**src/rtl/apb_multi_accum_if.sv**
```systemverilog
// APB bus bundle for apb_multi_accum.
// Master drives request fields; slave returns data, ready and error.
interface apb_multi_accum_if #(
  parameter int DATA_W = 32
);
  logic              PSEL;
  logic              PENABLE;
  logic              PWRITE;
  logic [7:0]        PADDR;
  logic [DATA_W-1:0] PWDATA;
  logic [DATA_W-1:0] PRDATA;
  logic              PREADY;
  logic              PSLVERR;

  modport master (
    output PSEL, PENABLE, PWRITE, PADDR, PWDATA,
    input  PRDATA, PREADY, PSLVERR
  );

  modport slave (
    input  PSEL, PENABLE, PWRITE, PADDR, PWDATA,
    output PRDATA, PREADY, PSLVERR
  );
endinterface

```
**src/rtl/apb_multi_accum.sv**
```systemverilog
// NUM_CH-channel APB accumulator slave with programmable wait states.
// Optional irq output enabled by defining APB_ACC_IRQ_EN.
module apb_multi_accum #(
  parameter int DATA_W      = 32,
  parameter int NUM_CH      = 4,
  parameter int WAIT_CYCLES = 1
) (
  input  logic PCLK,
  input  logic PRESETn,
`ifdef APB_ACC_IRQ_EN
  apb_multi_accum_if.slave apb,
  output logic irq
`else
  apb_multi_accum_if.slave apb
`endif
);

  typedef enum logic [1:0] {
    IDLE, SETUP, WAIT, ACCESS
  } state_e;

  localparam logic [2:0] WC = 3'(WAIT_CYCLES);

  state_e state_q, state_d, phase;
  logic [2:0] wcnt_q, wcnt_d;

  logic [DATA_W-1:0] data_q [NUM_CH];
  logic [DATA_W-1:0] data_d [NUM_CH];
  logic [DATA_W-1:0] res_q  [NUM_CH];
  logic [DATA_W-1:0] res_d  [NUM_CH];
  logic [1:0]        op_q   [NUM_CH];
  logic [1:0]        op_d   [NUM_CH];
  logic              ie_q   [NUM_CH];
  logic              ie_d   [NUM_CH];
  logic              auto_q [NUM_CH];
  logic              auto_d [NUM_CH];
  logic              ovf_q  [NUM_CH];
  logic              ovf_d  [NUM_CH];
  logic [7:0]        cnt_q  [NUM_CH];
  logic [7:0]        cnt_d  [NUM_CH];

  logic [3:0]        ch;
  logic [1:0]        rsel;
  logic              err;
  logic              commit;
  logic [DATA_W-1:0] operand;
  logic              do_op;
  logic [DATA_W:0]   acc_r;
  logic [DATA_W-1:0] rdata;

  function automatic logic [DATA_W:0] acc_f(
    input logic [1:0]        op,
    input logic [DATA_W-1:0] a,
    input logic [DATA_W-1:0] b
  );
    logic [DATA_W:0] r;
    unique case (op)
      2'b00:   r = {1'b0, a | b};
      2'b01:   r = {1'b0, a & b};
      2'b10:   r = {1'b0, a ^ b};
      default: r = {1'b0, a} + {1'b0, b};
    endcase
    return r;
  endfunction

  assign ch   = apb.PADDR[7:4];
  assign rsel = apb.PADDR[3:2];
  assign err  = (|apb.PADDR[1:0])
              | ({1'b0, ch} >= 5'(NUM_CH))
              | (apb.PWRITE & rsel[1]);

  // Phase of the current cycle; setup is recognised from the bus itself
  always_comb begin
    phase = state_q;
    if (!PRESETn || !apb.PSEL) phase = IDLE;
    else if (!apb.PENABLE)     phase = SETUP;
  end

  always_comb begin
    state_d = IDLE;
    wcnt_d  = wcnt_q;
    unique case (phase)
      SETUP: begin
        wcnt_d  = '0;
        state_d = (WC == 3'd0) ? ACCESS : WAIT;
      end
      WAIT: begin
        wcnt_d  = wcnt_q + 3'd1;
        state_d = (wcnt_q + 3'd1 == WC) ? ACCESS : WAIT;
      end
      default: state_d = IDLE;
    endcase
  end

  assign commit = (phase == ACCESS) & apb.PWRITE & ~err;

  always_comb begin
    operand = '0;
    do_op   = 1'b0;
    acc_r   = '0;
    data_d  = data_q;
    res_d   = res_q;
    op_d    = op_q;
    ie_d    = ie_q;
    auto_d  = auto_q;
    ovf_d   = ovf_q;
    cnt_d   = cnt_q;
    for (int c = 0; c < NUM_CH; c++) begin
      operand = data_q[c];
      do_op   = 1'b0;
      acc_r   = '0;
      if (commit && ch == 4'(c)) begin
        if (rsel == 2'd0) begin
          data_d[c] = apb.PWDATA;
          operand   = apb.PWDATA;
          do_op     = auto_q[c];
        end else begin
          op_d[c]   = apb.PWDATA[3:2];
`ifdef APB_ACC_IRQ_EN
          ie_d[c]   = apb.PWDATA[4];
`else
          ie_d[c]   = 1'b0;
`endif
          auto_d[c] = apb.PWDATA[5];
          if (apb.PWDATA[1]) begin
            res_d[c] = '0;
            ovf_d[c] = 1'b0;
            cnt_d[c] = '0;
          end else begin
            do_op = apb.PWDATA[0];
          end
        end
        if (do_op) begin
          acc_r    = acc_f(op_d[c], res_q[c], operand);
          res_d[c] = acc_r[DATA_W-1:0];
          if (op_d[c] == 2'b11 && acc_r[DATA_W]) ovf_d[c] = 1'b1;
          if (cnt_q[c] != 8'hFF) cnt_d[c] = cnt_q[c] + 8'd1;
        end
      end
    end
  end

  always_comb begin
    rdata = '0;
    for (int c = 0; c < NUM_CH; c++) begin
      if (ch == 4'(c)) begin
        unique case (rsel)
          2'd0: rdata = data_q[c];
          2'd1: rdata = DATA_W'({auto_q[c], ie_q[c],
                                 op_q[c], 2'b00});
          2'd2: rdata = res_q[c];
          default: rdata = DATA_W'({cnt_q[c], 7'd0, ovf_q[c]});
        endcase
      end
    end
  end

  assign apb.PREADY  = (phase == ACCESS);
  assign apb.PSLVERR = (phase == ACCESS) & err;
  assign apb.PRDATA  = (phase == ACCESS && !apb.PWRITE && !err)
                     ? rdata : '0;

  always_ff @(posedge PCLK) begin
    if (!PRESETn) begin
      state_q <= IDLE;
      wcnt_q  <= '0;
      for (int c = 0; c < NUM_CH; c++) begin
        data_q[c] <= '0;
        res_q[c]  <= '0;
        op_q[c]   <= '0;
        ie_q[c]   <= 1'b0;
        auto_q[c] <= 1'b0;
        ovf_q[c]  <= 1'b0;
        cnt_q[c]  <= '0;
      end
    end else begin
      state_q <= state_d;
      wcnt_q  <= wcnt_d;
      data_q  <= data_d;
      res_q   <= res_d;
      op_q    <= op_d;
      ie_q    <= ie_d;
      auto_q  <= auto_d;
      ovf_q   <= ovf_d;
      cnt_q   <= cnt_d;
    end
  end

`ifdef APB_ACC_IRQ_EN
  logic irq_q, irq_d;

  always_comb begin
    irq_d = 1'b0;
    for (int c = 0; c < NUM_CH; c++) begin
      irq_d = irq_d | (ovf_q[c] & ie_q[c]);
    end
  end

  always_ff @(posedge PCLK) begin
    if (!PRESETn) irq_q <= 1'b0;
    else          irq_q <= irq_d;
  end

  assign irq = irq_q;
`endif

endmodule
```
**src/flat_wrapper.sv**
```systemverilog
// flat-port wrapper written by rule: the top's interface ports become plain ports
module apb_multi_accum_flat 
#(
  parameter int DATA_W      = 32,
  parameter int NUM_CH      = 4,
  parameter int WAIT_CYCLES = 1
)
  (PCLK, PRESETn, apb_PSEL, apb_PENABLE, apb_PWRITE, apb_PADDR, apb_PWDATA, apb_PRDATA, apb_PREADY, apb_PSLVERR);
  apb_multi_accum_if #(.DATA_W(DATA_W)) apb_i ();
  input  logic PCLK;
  input  logic PRESETn;
  input wire logic [$bits(apb_i.PSEL)-1:0] apb_PSEL;
  input wire logic [$bits(apb_i.PENABLE)-1:0] apb_PENABLE;
  input wire logic [$bits(apb_i.PWRITE)-1:0] apb_PWRITE;
  input wire logic [$bits(apb_i.PADDR)-1:0] apb_PADDR;
  input wire logic [$bits(apb_i.PWDATA)-1:0] apb_PWDATA;
  output wire logic [$bits(apb_i.PRDATA)-1:0] apb_PRDATA;
  output wire logic [$bits(apb_i.PREADY)-1:0] apb_PREADY;
  output wire logic [$bits(apb_i.PSLVERR)-1:0] apb_PSLVERR;
  assign apb_i.PSEL = apb_PSEL;
  assign apb_i.PENABLE = apb_PENABLE;
  assign apb_i.PWRITE = apb_PWRITE;
  assign apb_i.PADDR = apb_PADDR;
  assign apb_i.PWDATA = apb_PWDATA;
  assign apb_PRDATA = apb_i.PRDATA;
  assign apb_PREADY = apb_i.PREADY;
  assign apb_PSLVERR = apb_i.PSLVERR;
  apb_multi_accum #(.DATA_W(DATA_W), .NUM_CH(NUM_CH), .WAIT_CYCLES(WAIT_CYCLES)) u_core (.PCLK(PCLK), .PRESETn(PRESETn), .apb(apb_i));
endmodule
```
**config.mk**
```make
export PLATFORM = sky130hd
export DESIGN_NAME = apb_multi_accum_flat
export DESIGN_NICKNAME = d
export VERILOG_FILES = /design/src/rtl/apb_multi_accum_if.sv /design/src/rtl/apb_multi_accum.sv /design/src/flat_wrapper.sv
export SDC_FILE = /design/constraint.sdc
export NUM_CORES = 1
export LEC_CHECK = 0
export CORE_MARGIN = 2
export CORE_UTILIZATION = 25
export CTS_CLUSTER_DIAMETER = 50
export DETAILED_ROUTE_END_ITERATION = 10
export PLACE_DENSITY = 0.38
export SLEW_MARGIN = 20
export SYNTH_ARGS = -nofsm -noshare
export SYNTH_HDL_FRONTEND = slang
export SYNTH_SLANG_ARGS = --single-unit
```
**constraint.sdc**
```tcl
create_clock -name PCLK -period 6.48 [get_ports PCLK]
set_input_delay 0.648 -clock PCLK [delete_from_list [all_inputs] [get_ports PCLK]]
set_output_delay 0.648 -clock PCLK [all_outputs]
set_load 0.01 [all_outputs]
```
==> metrics, run 1 <==
status=finished, final reports clean; Hold Path Class=flip-flop to flip-flop; post-layout net count=3958; die width=332 um; gr usage total=21.3%; CP Max Fanout=15; max-cap viol count=0; Seq. cell area=6190 sq um; CTS root buffer=clkbuf_16; Fmax=210 MHz; CTS buffer count=75; CTS clk-pin slew, worst paths=50 ps; Hold Fails Final Rpt=0; Critical Path Source Type=input port; LEAKAGE=12.5 nW; Setup Fix Bufs, Post-CTS=0; sequential fraction of the synthesis area=23.0%; initial detailed-routing violation count=2215; die footprint=110000 sq um; synthesized net count=3984; WL/cell=23.6 um; Setup crit end kind=output port; Seq cells post-synth=309; DR vias=26697; setup TNS=0 ps; clock net sink count=309; hold_ws=471 ps; Floorplan Core Area=107000 sq um; Tmin final=4770 ps; routed vias/inst=5.23; Synth Area per Inst=7.33 sq um; Area Growth Syn to Fin=17.2%; Die Y=332 um; Initial Utilization=25.2%; IO Port Bufs=78; Req. time, crit path=5830 ps; Post-Syn Instances=3671; WP data arrival=4120 ps; # DRC=0; # IOs=79; Post-synth ARST share=0%; DP Wirelength=88700 um; Routed Antenna Nets=0; area of the multi-input gates=18600 sq um; vias in the first global route=25092; max-slew violations=0; Reg2Reg Setup Slack=2760 ps; Std-Cell Rows=120; CTS tree=yes; peak supply drop=0.000167 V; total power=6.46 mW; Worst-Margin Slew=1090 ps; Post-synth EDFFs=0; Final Setup Violations=0; DRT Pass-1 Iters=7; Pwr Density=205 nW/um^2; Gates resized, CTS repair=0; first-pass GRT wire length=176000 um; CP Class=input port to output port; main flop type after synthesis=dfxtp_1; initial antenna violation count=5; DRT Wirelength=121000 um; layout cells sized above 1=7.75%; synth warn=0; clock buffer depth=3; largest net degree at the start of global routing=101; Final GP Congestion=0.877; mapped cell area=26900 sq um; grt total ovfl=0; Yosys cell types=96; fillers=11627; htree depth=3; fin crit share=73.6%; Clock Skew=30.9 ps; number of hold buffers added after cts=0; Worst-Skew Late Latency=630 ps; RSZ-0062 raised after global routing=no; slew margin rel.=27.1%
-- cell usage in the layout (no fill, tap or decap), types with 26 or more instances in the layout --
| cell type | netlist | final |
|---|---|---|
| xnor2_1 | 51 | 51 |
| o221ai_1 | 55 | 55 |
| xor2_1 | 52 | 52 |
| a31oi_1 | 39 | 39 |
| a211oi_1 | 159 | 159 |
| clkbuf_16 | 0 | 77 |
| inv_1 | 293 | 292 |
| and2_1 | 41 | 41 |
| o22ai_1 | 66 | 66 |
| nor3_1 | 30 | 30 |
| mux2i_1 | 109 | 109 |
| o211ai_1 | 78 | 78 |
| nor2_1 | 410 | 407 |
| dfxtp_1 | 309 | 309 |
| a21oi_1 | 467 | 467 |
| a21o_1 | 75 | 74 |
| buf_4 | 6 | 72 |
| nand3_1 | 49 | 49 |
| and3_1 | 26 | 26 |
| nand2_1 | 333 | 333 |
| o21ai_0 | 152 | 152 |
| a22oi_1 | 46 | 46 |
| ha_1 | 264 | 264 |
| clkdlybuf4s50_1 | 0 | 75 |
-- per-layer routing --
metal	track usage, %	routed length [um]	up-vias
met5	0	7	-
met3	3.69	7580	145
met2	31.7	51200	773
met4	7.44	3940	2
li1	-	-	13084
met1	30.5	58100	12693
-- metrics by stage --
stage / setup WS [ps] / area, sq um / util [%] / std cells
after floorplan: 2060 / 26900 / - / 3671
after global placement: 1290 / 29000 / 27.1 / 4971
after detailed placement: 1190 / 29000 / 27.1 / 4971
after CTS: 1790 / 31500 / 29.5 / 5105
after global routing: 1350 / 31500 / 29.5 / 5105
final: 1710 / 31500 / 29.5 / 5106
-- report_power, final --
| part | internal (mW) | total (mW) | leakage (nW) | switching, mW |
|---|---|---|---|---|
| logic | 0.177 | 0.652 | 8.84 | 0.475 |
| registers | 1.90 | 1.90 | 2.49 | 0.0000429 |
| clock network | 2.54 | 3.90 | 1.21 | 1.36 |
-- area by class of cell --
| cell class | count | share of cell area, % |
|---|---|---|
| sequential | 309 | 19.6 |
| clock inverter | 40 | 1.37 |
| inverter | 293 | 3.51 |
| tap | 1403 | 5.57 |
| clock buffer | 94 | 6.70 |
| multi-input combinational | 2815 | 58.9 |
| antenna | 1 | 0.00794 |
| timing repair buffer | 151 | 4.28 |
-- critical path: stages --
cell and delay (ps):
clkdlybuf4s50_1 460, or4_1 560, a21oi_2 250, nand3b_1 600
a211oi_1 930, clkdlybuf4s50_1 680
-- synthesized netlist by cell type (26+ instances only) --
| master | n | share of area, % |
|---|---|---|
| clkbuf_1 | 155 | 2.2 |
| a211oi_1 | 159 | 4.4 |
| nand3_1 | 49 | 0.91 |
| o211ai_1 | 78 | 2.2 |
| o21ai_0 | 152 | 2.8 |
| ha_1 | 264 | 12 |
| a31oi_1 | 39 | 0.91 |
| a22oi_1 | 46 | 1.3 |
| buf_2 | 68 | 1.3 |
| o221ai_1 | 55 | 1.8 |
| nor3_1 | 30 | 0.56 |
| o22ai_1 | 66 | 1.5 |
| dfxtp_1 | 309 | 23 |
| xor2_1 | 52 | 1.7 |
| and2_1 | 41 | 0.95 |
| nor2_1 | 410 | 5.7 |
| a21o_1 | 75 | 2.1 |
| inv_1 | 293 | 4.1 |
| and3_1 | 26 | 0.60 |
| a21oi_1 | 467 | 8.7 |
| nand2_1 | 333 | 4.6 |
| xnor2_1 | 51 | 1.7 |
| mux2i_1 | 109 | 4.1 |
-- path summary, 6_finish.rpt --
check	start	to	depth (start not counted)
setup / recovery	apb_PADDR[7]	apb_PRDATA[15]	6
hold reg to reg	u_core.res_q[15]	u_core.res_q[15]	2
hold / removal	u_core.res_q[15]	u_core.res_q[15]	2
setup reg to reg	u_core.data_q[0]	u_core.res_q[30]	14
-- sequential cells by signal (all words and copies together) (netlist names) --
register,cells
u_core.data_q,128
u_core.res_q,128
u_core.cnt_q,32
u_core.op_q,8
u_core.auto_q,4
u_core.ovf_q,4
u_core.wcnt_q,3
u_core.state_q,2
-- cell families after synthesis --
logic type               Yosys count  synth area share [%]
buffers and inverters            547                  8.13
adder cells (fa/ha/maj)          268                  12.6
AND/OR/NAND/NOR                 1006                  16.7
flip-flops                       309                  23.0
XOR/XNOR                         103                  3.35
multiplexers                     109                  4.06
AO/OA/AOI/OAI                   1329                  32.1
Power figures use the tool's default switching activity.
==> run 2, diff against run 1 <==
- clock period: 6.48 -> 4.5 ns (I/O delays scaled with it)
==> run 2 against run 1 <==
Compared with the run above:
- core utilization up 1.2 points
- clock-buffer cell count fell by 3
- combinational power increased by 53%
- largest power group unchanged
==> metrics, run 2 (synthesis gave the netlist of run 1 again) <==
Critical Path Source Type=input port; number of hold buffers added after cts=0; clock net sink count=309; Floorplan Core Area=107000 sq um; Area after DPL=30200 sq um; Crit. Startpoint=apb_PADDR[3]; highest metal used=met5; RSZ-0062 raised after global routing=no; Std-Cell Rows=120; DRT Pass-1 Iters=6; WL/cell=23.3 um; Final GP Congestion=0.865; gr usage total=21.5%; routed vias/inst=5.20; Req. time, crit path=4050 ps; most frequent cells in the layout=a21oi_1, nor2_1, nand2_1; WP data arrival=3720 ps; Routed Antenna Nets=0; initial antenna violation count=3; Setup crit end kind=output port; Area Growth Syn to Fin=22.1%; CTS tree=yes; die width=332 um; met3 wire length=6020 um; Die Y=332 um; first-pass GRT wire length=179000 um; status=finished, final reports clean; # DRC=0; Initial Utilization=25.2%; HP Start=PRESETn; CTS root buffer=clkbuf_16; Worst-Skew Late Latency=640 ps; routed wl met2=52500 um; Crit path max-delay family=buffers and inverters; CTS buffer count=76; clock buffer depth=3; fin crit share=92.7%; Hold Fails Final Rpt=0; Buf/Inv on CP=6; max-slew violations=0; Setup Fix Bufs, Post-CTS=0; # IOs=79; largest net degree at the start of global routing=114; most used cell, CP=buf_4; LEAKAGE=13.4 nW; layout cells sized above 1=11.2%; peak supply drop=0.000257 V; vias in the first global route=26016; M1 WL=60500 um; worst r2r src=u_core.data_q[0]; CTS clk-pin slew, worst paths=50 ps; slew margin rel.=36.5%; DP Wirelength=90200 um; htree depth=3; Fmax=240 MHz; max-cap viol count=0; largest registers=u_core.data_q (128), u_core.res_q (128), u_core.cnt_q (32); grt total ovfl=0; Pwr Density=292 nW/um^2; die footprint=110000 sq um; most common cell after layout, fill and taps aside=a21oi_1; Clock Skew=21.1 ps; CP Class=input port to output port; Worst path slowest cell=buf_12; IO Port Bufs=78; Gates resized, CTS repair=0; Final Setup Violations=0; Tmin final=4170 ps; hold_ws=314 ps; initial detailed-routing violation count=2174; DRT Wirelength=122000 um; slowest stage delay, CP=650 ps; setup TNS=0 ps; worst path cell trace=buf_6 > buf_4 > buf_12 > nor2b_1 > buf_4 > nand2_1 > o21ai_0 > a222oi_1 > nor3_1 > buf_4 > clkdlybuf4s50_1; Hold Path Class=input port to flip-flop; final instance area=32800 sq um; CP Max Fanout=113; Worst-Margin Slew=953 ps; post-layout net count=4104; DR vias=27315
run 2: path summary, 6_finish.rpt:
kind	to	slack, ps	cells past startpoint
max	apb_PRDATA[3]	330	11
min	u_core.res_q[78]	310	3
max reg2reg	u_core.res_q[28]	1050	15
min reg2reg	u_core.res_q[15]	470	2
run 2: where the power goes:
part / leakage (nW) / internal, mW / total (mW) / switching [mW]
clock network: 1.27 / 3.91 / 5.85 / 1.94
logic: 9.61 / 0.301 / 0.996 / 0.694
registers: 2.49 / 2.74 / 2.74 / 0.0000578
total: 13.4 / 6.95 / 9.59 / 2.64
run 2: tightest hold or removal path: cells and delay by family:
family	cells	cell delay, ps
simple gates	1	120
buf+inv	1	270
compound gates	1	30
run 2: final cells by class:
class | count | area [sq um]
diodes | 1 | 2.50
multi-input cells | 2815 | 18600
well taps | 1403 | 1760
inverters | 293 | 1110
clock inverters | 44 | 534
fillers | 11624 | 74100
clock buffers | 91 | 2110
flip-flops and latches | 309 | 6190
repair buffers | 296 | 2570
run 2: metrics by stage:
stage                     utilization (%)  instances  total power [mW]  setup WS (ps)
after floorplan                         -       3671              3.37            276
after global placement               28.2       5116              3.79           92.8
after detailed placement             28.2       5116              3.79          -18.2
after CTS                            30.7       5251              9.71            368
after global routing                 30.7       5251              9.90            269
final                                30.7       5252              9.59            329
run 2: layer usage:
metal  track usage (%)  up-vias
met1              31.1    13081
met3              2.83      145
met4              6.83        2
met2              32.8      697
met5                 0        -
li1                  -    13390
==> run 3, diff against run 2 <==
- CORE_UTILIZATION: 25 -> 45
- PLACE_DENSITY: 0.38 -> 0.6
==> run 3 against run 2 <==
Compared with the run above:
- die area down 44%
- routed wire length fell by 15%
- combinational power shrank 7.4%
- critical path depth down 1
- sequential share of layout area increased by 1.5 points
- clock skew is 13 ps higher
- design area decreased by 7.2%
- critical path type unchanged
==> metrics, run 3 (synthesis gave the netlist of run 1 again) <==
Floorplan Core Area=59000 sq um; grt total ovfl=0; post-placement cell count=4396; Non-Filler Instances=4496; layout cells sized above 1=8.22%; max-cap viol count=0; setup TNS=0 ps; Std-Cell Rows=89; Critical Path Source Type=input port; Gates resized, CTS repair=0; initial antenna violation count=2; LEAKAGE=12.5 nW; most common cell after layout, fill and taps aside=a21oi_1; Sw Share=28.9%; Routed Antenna Nets=0; htree depth=2; sw power=2.30 mW; vias in the first global route=24901; Fmax=254 MHz; DR vias=27359; Seq pwr share=34.4%; Hold Path Class=flip-flop to flip-flop; hold_ws=463 ps; first-pass GRT wire length=154000 um; final instance area=30500 sq um; Setup Fix Bufs, Post-CTS=0; Worst-Margin Slew=1140 ps; Setup crit end kind=output port; Worst-Skew Late Latency=610 ps; largest registers=u_core.data_q (128), u_core.res_q (128), u_core.cnt_q (32); CP Class=input port to output port; most frequent cells in the layout=a21oi_1, nor2_1, nand2_1; WL/cell=23.0 um; CTS buffer count=54; max-slew violations=0; Final Setup Violations=0; die footprint=61700 sq um; largest net degree at the start of global routing=101; slew margin rel.=24.0%; gr usage total=32.1%; Tmin final=3940 ps; Final GP Congestion=0.968; DP Wirelength=76200 um; initial detailed-routing violation count=2621; routed vias/inst=6.09; DRT Pass-1 Iters=6; WP data arrival=3490 ps; post-layout net count=3992; Clock Skew=33.9 ps; Req. time, crit path=4050 ps; # DRC=0; Comb power frac=11.6%; CP Max Fanout=49; Initial Utilization=45.6%; Clock power frac=54.0%; CTS tree=yes; RSZ-0062 raised after global routing=no; number of hold buffers added after cts=0; Pwr Density=261 nW/um^2; total power=7.96 mW; clock net sink count=309; clock buffer depth=3; Hold Fails Final Rpt=0; IO Port Bufs=78; fin crit share=87.6%; CTS root buffer=clkbuf_16; CTS clk-pin slew, worst paths=50 ps; DRT Wirelength=103000 um; Die Y=248 um; die width=248 um; Area Growth Syn to Fin=13.3%; Int Pwr=5.66 mW; status=finished, final reports clean; Area after DPL=28600 sq um; # IOs=79; peak supply drop=0.000296 V
[run 3: cell type report]
cell class / count / area (sq um)
fill: 5950 / 28500
multi-input combinational: 2815 / 18600
sequential: 309 / 6190
timing repair buffer: 206 / 1800
clock buffer: 64 / 1470
inverter: 293 / 1110
tap: 773 / 967
clock inverter: 35 / 389
antenna: 1 / 2.50
[run 3: per-stage QoR]
| step | utilization (%) | setup slack [ps] |
|---|---|---|
| final | 51.6 | 559 |
| after detailed placement | 48.5 | 259 |
| after floorplan | - | 276 |
| after global routing | 51.6 | 373 |
| after CTS | 51.6 | 646 |
| after global placement | 48.5 | 352 |
[run 3: critical path, cell delays in order]
cell and delay, ps:
buf_4 120, buf_4 390, buf_4 560, nor2b_1 130
buf_4 200, a21oi_1 380, o21ai_0 180, a222oi_1 400
nor3_1 140, clkdlybuf4s50_1 500
[run 3: final timing paths]
check,start,to,slack (ps),cells after the start
max,apb_PADDR[2],apb_PRDATA[3],560,10
min,u_core.res_q[12],u_core.res_q[12],460,2
max reg2reg,u_core.data_q[64],u_core.res_q[90],1180,14
min reg2reg,u_core.res_q[12],u_core.res_q[12],460,2
[run 3: per-layer routing]
metal,track usage (%),up-vias,share of wire (%)
met5,0,-,0
met4,14.0,0,4.5
met3,6.28,195,9.0
met2,49.8,1109,43
met1,43.1,12929,43
li1,-,13126,-
[run 3: power by group through the flow]
| stage | Sequential [mW] | Combinational [mW] | Clock (mW) |
|---|---|---|---|
| 6_report | 2.74 | 0.922 | 4.30 |
| 2_1_floorplan | 2.80 | 0.572 | 0 |
| 3_5_place_dp | 2.80 | 0.898 | 0 |
| 5_1_grt | 2.74 | 0.988 | 4.44 |
| 3_3_place_gp | 2.80 | 0.896 | 0 |
| 4_1_cts | 2.74 | 0.902 | 4.35 |
